File: src/rtl/frame_loader.sv
// Double-buffered 16x16 one-bit frame store. Serial data is loaded into the back bank,
// and the banks swap only on a panel frame_sync, so the driver never shows a torn frame.
module frame_loader #(
    parameter int SYNC_STAGES = 2,
    parameter int WIDTH       = 16,
    parameter int DEPTH       = 16
) (
    input  logic             clk,
    input  logic             reset,
    input  logic             cs_in,
    input  logic             sclk_in,
    input  logic             sdata_in,
    input  logic             frame_sync_in,
    input  logic [3:0]       rd_addr,
    output logic [WIDTH-1:0] rd_data,
    output logic             frame_pending_out,
    output logic             overrun_out,
    output logic             bank_out
);

    typedef enum logic [1:0] {
        IDLE  = 2'd0,
        SHIFT = 2'd1,
        DONE  = 2'd2
    } state_t;

    state_t                 state;
    logic [SYNC_STAGES-1:0] cs_sync;
    logic [SYNC_STAGES-1:0] sclk_sync;
    logic [SYNC_STAGES-1:0] sdata_sync;
    logic                   cs_prev;
    logic                   sclk_prev;
    logic [WIDTH-2:0]       shift;
    logic [3:0]             bit_cnt;
    logic [3:0]             word_ptr;
    logic                   bank_sel;
    logic [WIDTH-1:0]       mem [2][DEPTH];

    logic                   cs_s;
    logic                   sclk_s;
    logic                   sdata_s;
    logic                   cs_rise_s;
    logic                   sclk_rise_s;
    logic                   wr_en_s;
    logic [WIDTH-1:0]       wr_word_s;

    assign cs_s        = cs_sync[SYNC_STAGES-1];
    assign sclk_s      = sclk_sync[SYNC_STAGES-1];
    assign sdata_s     = sdata_sync[SYNC_STAGES-1];
    assign cs_rise_s   = cs_s & ~cs_prev;
    assign sclk_rise_s = sclk_s & ~sclk_prev;
    // The word completes on the 16th sclk edge; it is written on that same clk edge.
    assign wr_en_s     = (state == SHIFT) && cs_s && sclk_rise_s && (bit_cnt == 4'd15);
    assign wr_word_s   = {shift, sdata_s};

    // Input synchronizers and edge-detect history.
    always_ff @(posedge clk) begin
        if (reset) begin
            cs_sync    <= '0;
            sclk_sync  <= '0;
            sdata_sync <= '0;
            cs_prev    <= 1'b0;
            sclk_prev  <= 1'b0;
        end else begin
            cs_sync    <= {cs_sync[SYNC_STAGES-2:0], cs_in};
            sclk_sync  <= {sclk_sync[SYNC_STAGES-2:0], sclk_in};
            sdata_sync <= {sdata_sync[SYNC_STAGES-2:0], sdata_in};
            cs_prev    <= cs_s;
            sclk_prev  <= sclk_s;
        end
    end

    // Receive FSM, bank swap and status flags.
    always_ff @(posedge clk) begin
        if (reset) begin
            state             <= IDLE;
            shift             <= '0;
            bit_cnt           <= 4'd0;
            word_ptr          <= 4'd0;
            bank_sel          <= 1'b0;
            frame_pending_out <= 1'b0;
            overrun_out       <= 1'b0;
        end else begin
            case (state)
                IDLE: begin
                    bit_cnt  <= 4'd0;
                    word_ptr <= 4'd0;
                    if (cs_rise_s) begin
                        state <= SHIFT;
                    end
                end
                SHIFT: begin
                    if (!cs_s) begin
                        state    <= IDLE;
                        bit_cnt  <= 4'd0;
                        word_ptr <= 4'd0;
                    end else if (sclk_rise_s) begin
                        shift   <= {shift[WIDTH-3:0], sdata_s};
                        bit_cnt <= bit_cnt + 4'd1;
                        if (bit_cnt == 4'd15) begin
                            word_ptr <= word_ptr + 4'd1;
                            if (word_ptr == 4'd15) begin
                                state <= DONE;
                            end
                        end
                    end
                end
                DONE: begin
                    if (!cs_s) begin
                        state <= IDLE;
                    end
                end
                default: begin
                    state <= IDLE;
                end
            endcase

            // Pending only becomes visible after the final write, so a same-cycle sync cannot swap.
            if (frame_sync_in && frame_pending_out) begin
                bank_sel          <= ~bank_sel;
                frame_pending_out <= 1'b0;
            end
            if (wr_en_s && (word_ptr == 4'd15)) begin
                frame_pending_out <= 1'b1;
            end
            if (wr_en_s && frame_pending_out) begin
                overrun_out <= 1'b1;
            end
        end
    end

    // Back bank storage; the front bank is never written.
    always_ff @(posedge clk) begin
        if (reset) begin
            for (int b = 0; b < 2; b++) begin
                for (int w = 0; w < DEPTH; w++) begin
                    mem[b][w] <= '0;
                end
            end
        end else if (wr_en_s) begin
            mem[~bank_sel][word_ptr] <= wr_word_s;
        end
    end

    // Zero-latency column read from the front bank.
    always_comb begin
        rd_data = mem[bank_sel][rd_addr];
    end

    assign bank_out = bank_sel;

endmodule

File: config.mk
export PLATFORM = sky130hd
export DESIGN_NAME = frame_loader
export DESIGN_NICKNAME = d
export VERILOG_FILES = /design/src/rtl/frame_loader.sv
export SDC_FILE = /design/constraint.sdc
export NUM_CORES = 1
export LEC_CHECK = 0
export ABC_AREA = 1
export CORE_MARGIN = 3
export CORE_UTILIZATION = 45
export DETAILED_ROUTE_END_ITERATION = 16
export HOLD_SLACK_MARGIN = 0.15
export PLACE_DENSITY = 0.68
export SLEW_MARGIN = 10
export SYNTH_ARGS = -nofsm -noshare
export SYNTH_HDL_FRONTEND = slang
export SYNTH_SLANG_ARGS = --single-unit
File: constraint.sdc
create_clock -name clk -period 4.67 [get_ports clk]
set_clock_uncertainty 0.2 [all_clocks]
set_input_delay 0.7005 -clock clk [delete_from_list [all_inputs] [get_ports clk]]
set_output_delay 0.7005 -clock clk [all_outputs]
set_load 0.005 [all_outputs]
==> results.tsv <==
stage	metric	value	unit
logic_synthesis	count of mapped cells out of synthesis	2065	
timing	final setup violation count	0	
floorplan	Die Outline Area	55500	µm²
global_route	number of global-route vias before repair	16700	
power_and_ir_drop	Max rail drop VDD	287	µV
timing	Fmax achieved	0.234	GHz
global_route	number of antenna violations at the first check in global routing	0	
logic_synthesis	most frequent cell after synthesis	nor2_1	
critical_path	Crit. End Element	primary output	
place	count of input and output buffers	28	
critical_path	setup slack on the worst flop-to-flop path	1120	ps
final_layout	share of layout cells above drive strength 1	0.138	
logic_synthesis	leading cell types by count after synthesis	nor2_1 (516), edfxtp_1 (512), o21ai_0 (296)	
timing	unrepaired setup endpoints after global routing	false	
clocking	buffer cell driving the clock tree root	clkbuf_16	
timing	aggregate negative setup slack	0	ps
floorplan	Ports	29	
critical_path	reg2reg path depth	13	
final_layout	diode count	0	
timing	final number of hold-violating endpoints	0	
logic_synthesis	fraction of the yosys area taken by sequential cells	0.680	
timing	Slew HR	0.137	
global_route	wire length of the first global-routing pass	106000	µm
clocking	quantity of hold-fixing buffers added after cts	0	
detailed_routing	highest metal layer with signal wires	met4	
floorplan	die width	236	µm
place	DP Wirelength	42600	µm
logic_synthesis	most used flip-flop cell after synthesis	edfxtp_1	
detailed_routing	wire length per cell after detailed routing	25.3	µm
logic_synthesis	Async SR Flop Fraction	0	
floorplan	cell row count	83	
detailed_routing	detailed-routing wirelength on met1	26600	µm
min_path	type of the worst min-delay path	flip-flop to flip-flop	
clocking	count of buffers added by post-CTS timing repair for setup	0	
logic_synthesis	per-instance average area after synthesis	11.5	µm²
power_and_ir_drop	static leakage	9.00	nW
clocking	number of resized instances in the post-cts repair step	0	
timing	Tightest Pin Transition	1290	ps
critical_path	path type of the worst setup path	flip-flop to primary output	
logic_synthesis	number of distinct library cells after synthesis	38	
logic_synthesis	leading cell types by total area after synthesis	edfxtp_1 (65%), nor2_1 (8.2%), o21ai_0 (6.2%)	
detailed_routing	remaining routing DRC violations	0	
global_route	overflow left after global routing	0	
logic_synthesis	number of enable-type register cells in the synthesized netlist	512	
critical_path	Data required, critical path	3770	ps
detailed_routing	vias post-DR	17000	
floorplan	initial core utilization	0.459	
critical_path	Critical Path Source Type	flip-flop	
logic_synthesis	Post-Synthesis Cell Area	23700	µm²
final_layout	area growth from synthesis to final layout	12.8	%
power_and_ir_drop	Power per Cell Area	410	nW/µm²
critical_path	startpoint of the worst register-to-register path	bit_cnt[0]$_SDFFE_PP0P_	
outcome	outcome	finished clean	
timing	number of max-slew violations in the final report	0	
final_layout	fin nets	2102	
clocking	Clock Latency Late Sink	630	ps
detailed_routing	WL final	71100	µm
clocking	TritonCTS Buffers	54	
clocking	Max clock buf depth	3	
global_route	largest net degree at the start of global routing	189	
logic_synthesis	Synth Register Bits	549	
critical_path	capturing point of the worst reg2reg path	mem[0][247]$_SDFFCE_PN0P_	
detailed_routing	DR iter-0 viols	2547	
clocking	maximum level of the CTS H-tree	2	
place	final weighted congestion of routability-driven global placement	0.881	
logic_synthesis	post-synthesis net count	2080	
logic_synthesis	post-synth top area cell	edfxtp_1	
clocking	clock transition at the register clock pins on the worst setup and hold paths after CTS	60	ps
detailed_routing	detailed-routing iteration count for the pre-antenna-repair pass	6	
clocking	TritonCTS clock tree	yes	
critical_path	end point of the critical path	rd_data[14]	
run	Max Cap Violations	0	
logic_synthesis	area share of the largest cell type after synthesis	0.648	
timing	Period Utilization, post-route	0.914	
floorplan	core region area	51700	µm²
logic_synthesis	count of yosys warnings during synthesis	0	
detailed_routing	via count normalized by instance count	6.06	
detailed_routing	count of antenna-violating nets left after detailed routing	0	
timing	time the final worst path needs with I/O delays and setup	4270	ps
detailed_routing	met2 layer wire length in the routed design	32600	µm
detailed_routing	Detail Route met3 WL	8010	µm
clocking	clock sink count	549	
global_route	Total GRT Usage	0.253	
critical_path	Critical Path Fanout Max	80	
power_and_ir_drop	overall power of the completed layout	11.0	mW
floorplan	die height	236	µm
critical_path	signal arrival time at the worst endpoint	3370	ps
[report_power, final]
group	leakage [nW]	switching, mW	internal [mW]
Clock	0.896	1.90	2.69
Combinational	2.94	0.491	0.203
Sequential	5.16	0.0715	5.60
Total	9.00	2.46	8.50
[metrics by stage]
step	cell area [µm²]	hold WS, ps	utilization	setup WS [ps]	instances
after detailed placement	24900	193	0.481	817	2711
after global routing	26700	218	0.517	273	2809
after floorplan	23700	188	-	1700	2065
final	26700	199	0.517	403	2809
after CTS	26700	201	0.517	429	2809
after global placement	24900	193	0.481	798	2711
[worst max-delay path, cell delays in order, from the launching register on]
cell             delay, ps
dfxtp_4                390
buf_4                  620
o21ai_0                220
o221ai_1               280
nand3_1                250
nand3_1                190
and2_1                 190
clkdlybuf4s50_1        520
[flip-flops by register name (all words and copies together), names as in the netlist, named ones only]
| name | cells |
|---|---|
| sclk_sync | 2 |
| sdata_sync | 2 |
| overrun_out | 1 |
| word_ptr | 4 |
| sclk_prev | 1 |
| bit_cnt | 4 |
| shift | 15 |
| bank_out | 1 |
| cs_sync | 2 |
| mem | 512 |
| state | 2 |
| cs_prev | 1 |
| frame_pending_out | 1 |
[metal layers]
layer / GRT usage / vias to the layer above
met4: 0.133 / 0
met3: 0.0587 / 219
met2: 0.393 / 1083
met1: 0.332 / 8295
met5: 0 / -
li1: - / 7427
[layout by cell type (no fill, tap or decap), types with 7 or more instances in the layout]
master	n
a21oi_1	47
and2_1	16
buf_4	92
bufinv_16	9
clkbuf_1	11
clkbuf_16	55
clkdlybuf4s50_1	26
clkinv_1	26
clkinv_2	7
dfxtp_1	35
edfxtp_1	512
inv_1	51
nand2_1	82
nand3_1	86
nand3b_4	11
nor2_1	509
nor2_2	81
o21ai_0	296
o221ai_1	104
o22ai_1	12
[final cells by class]
cell class | instances | area (µm²)
timing repair buffer | 124 | 1060
tap | 680 | 851
inverter | 72 | 277
fill | 4360 | 25000
clock buffer | 68 | 1450
clock inverter | 30 | 415
multi-input combinational | 1286 | 6580
sequential | 549 | 16100
[kinds of logic after synthesis]
logic type,share of synthesized area
flops,0.680
simple gates,0.155
buf+inv,0.0437
xor+xnor,0.000739
fa+ha+maj,0.00264
compound gates,0.118
[worst min path at each step]
stage | start | to | slack, ps | cells past startpoint
6_report | cs_sync[0]$_SDFF_PP0_ | cs_sync[1]$_SDFF_PP0_ | 200 | 2
4_1_cts | sdata_sync[0]$_SDFF_PP0_ | sdata_sync[1]$_SDFF_PP0_ | 200 | 2
5_1_grt | cs_sync[0]$_SDFF_PP0_ | cs_sync[1]$_SDFF_PP0_ | 220 | 2
3_3_place_gp | sdata_sync[0]$_SDFF_PP0_ | sdata_sync[1]$_SDFF_PP0_ | 190 | 2
2_1_floorplan | cs_sync[0]$_SDFF_PP0_ | cs_sync[1]$_SDFF_PP0_ | 190 | 2
3_5_place_dp | sdata_sync[0]$_SDFF_PP0_ | sdata_sync[1]$_SDFF_PP0_ | 190 | 2
No activity file was read; power rests on OpenSTA's default activity.
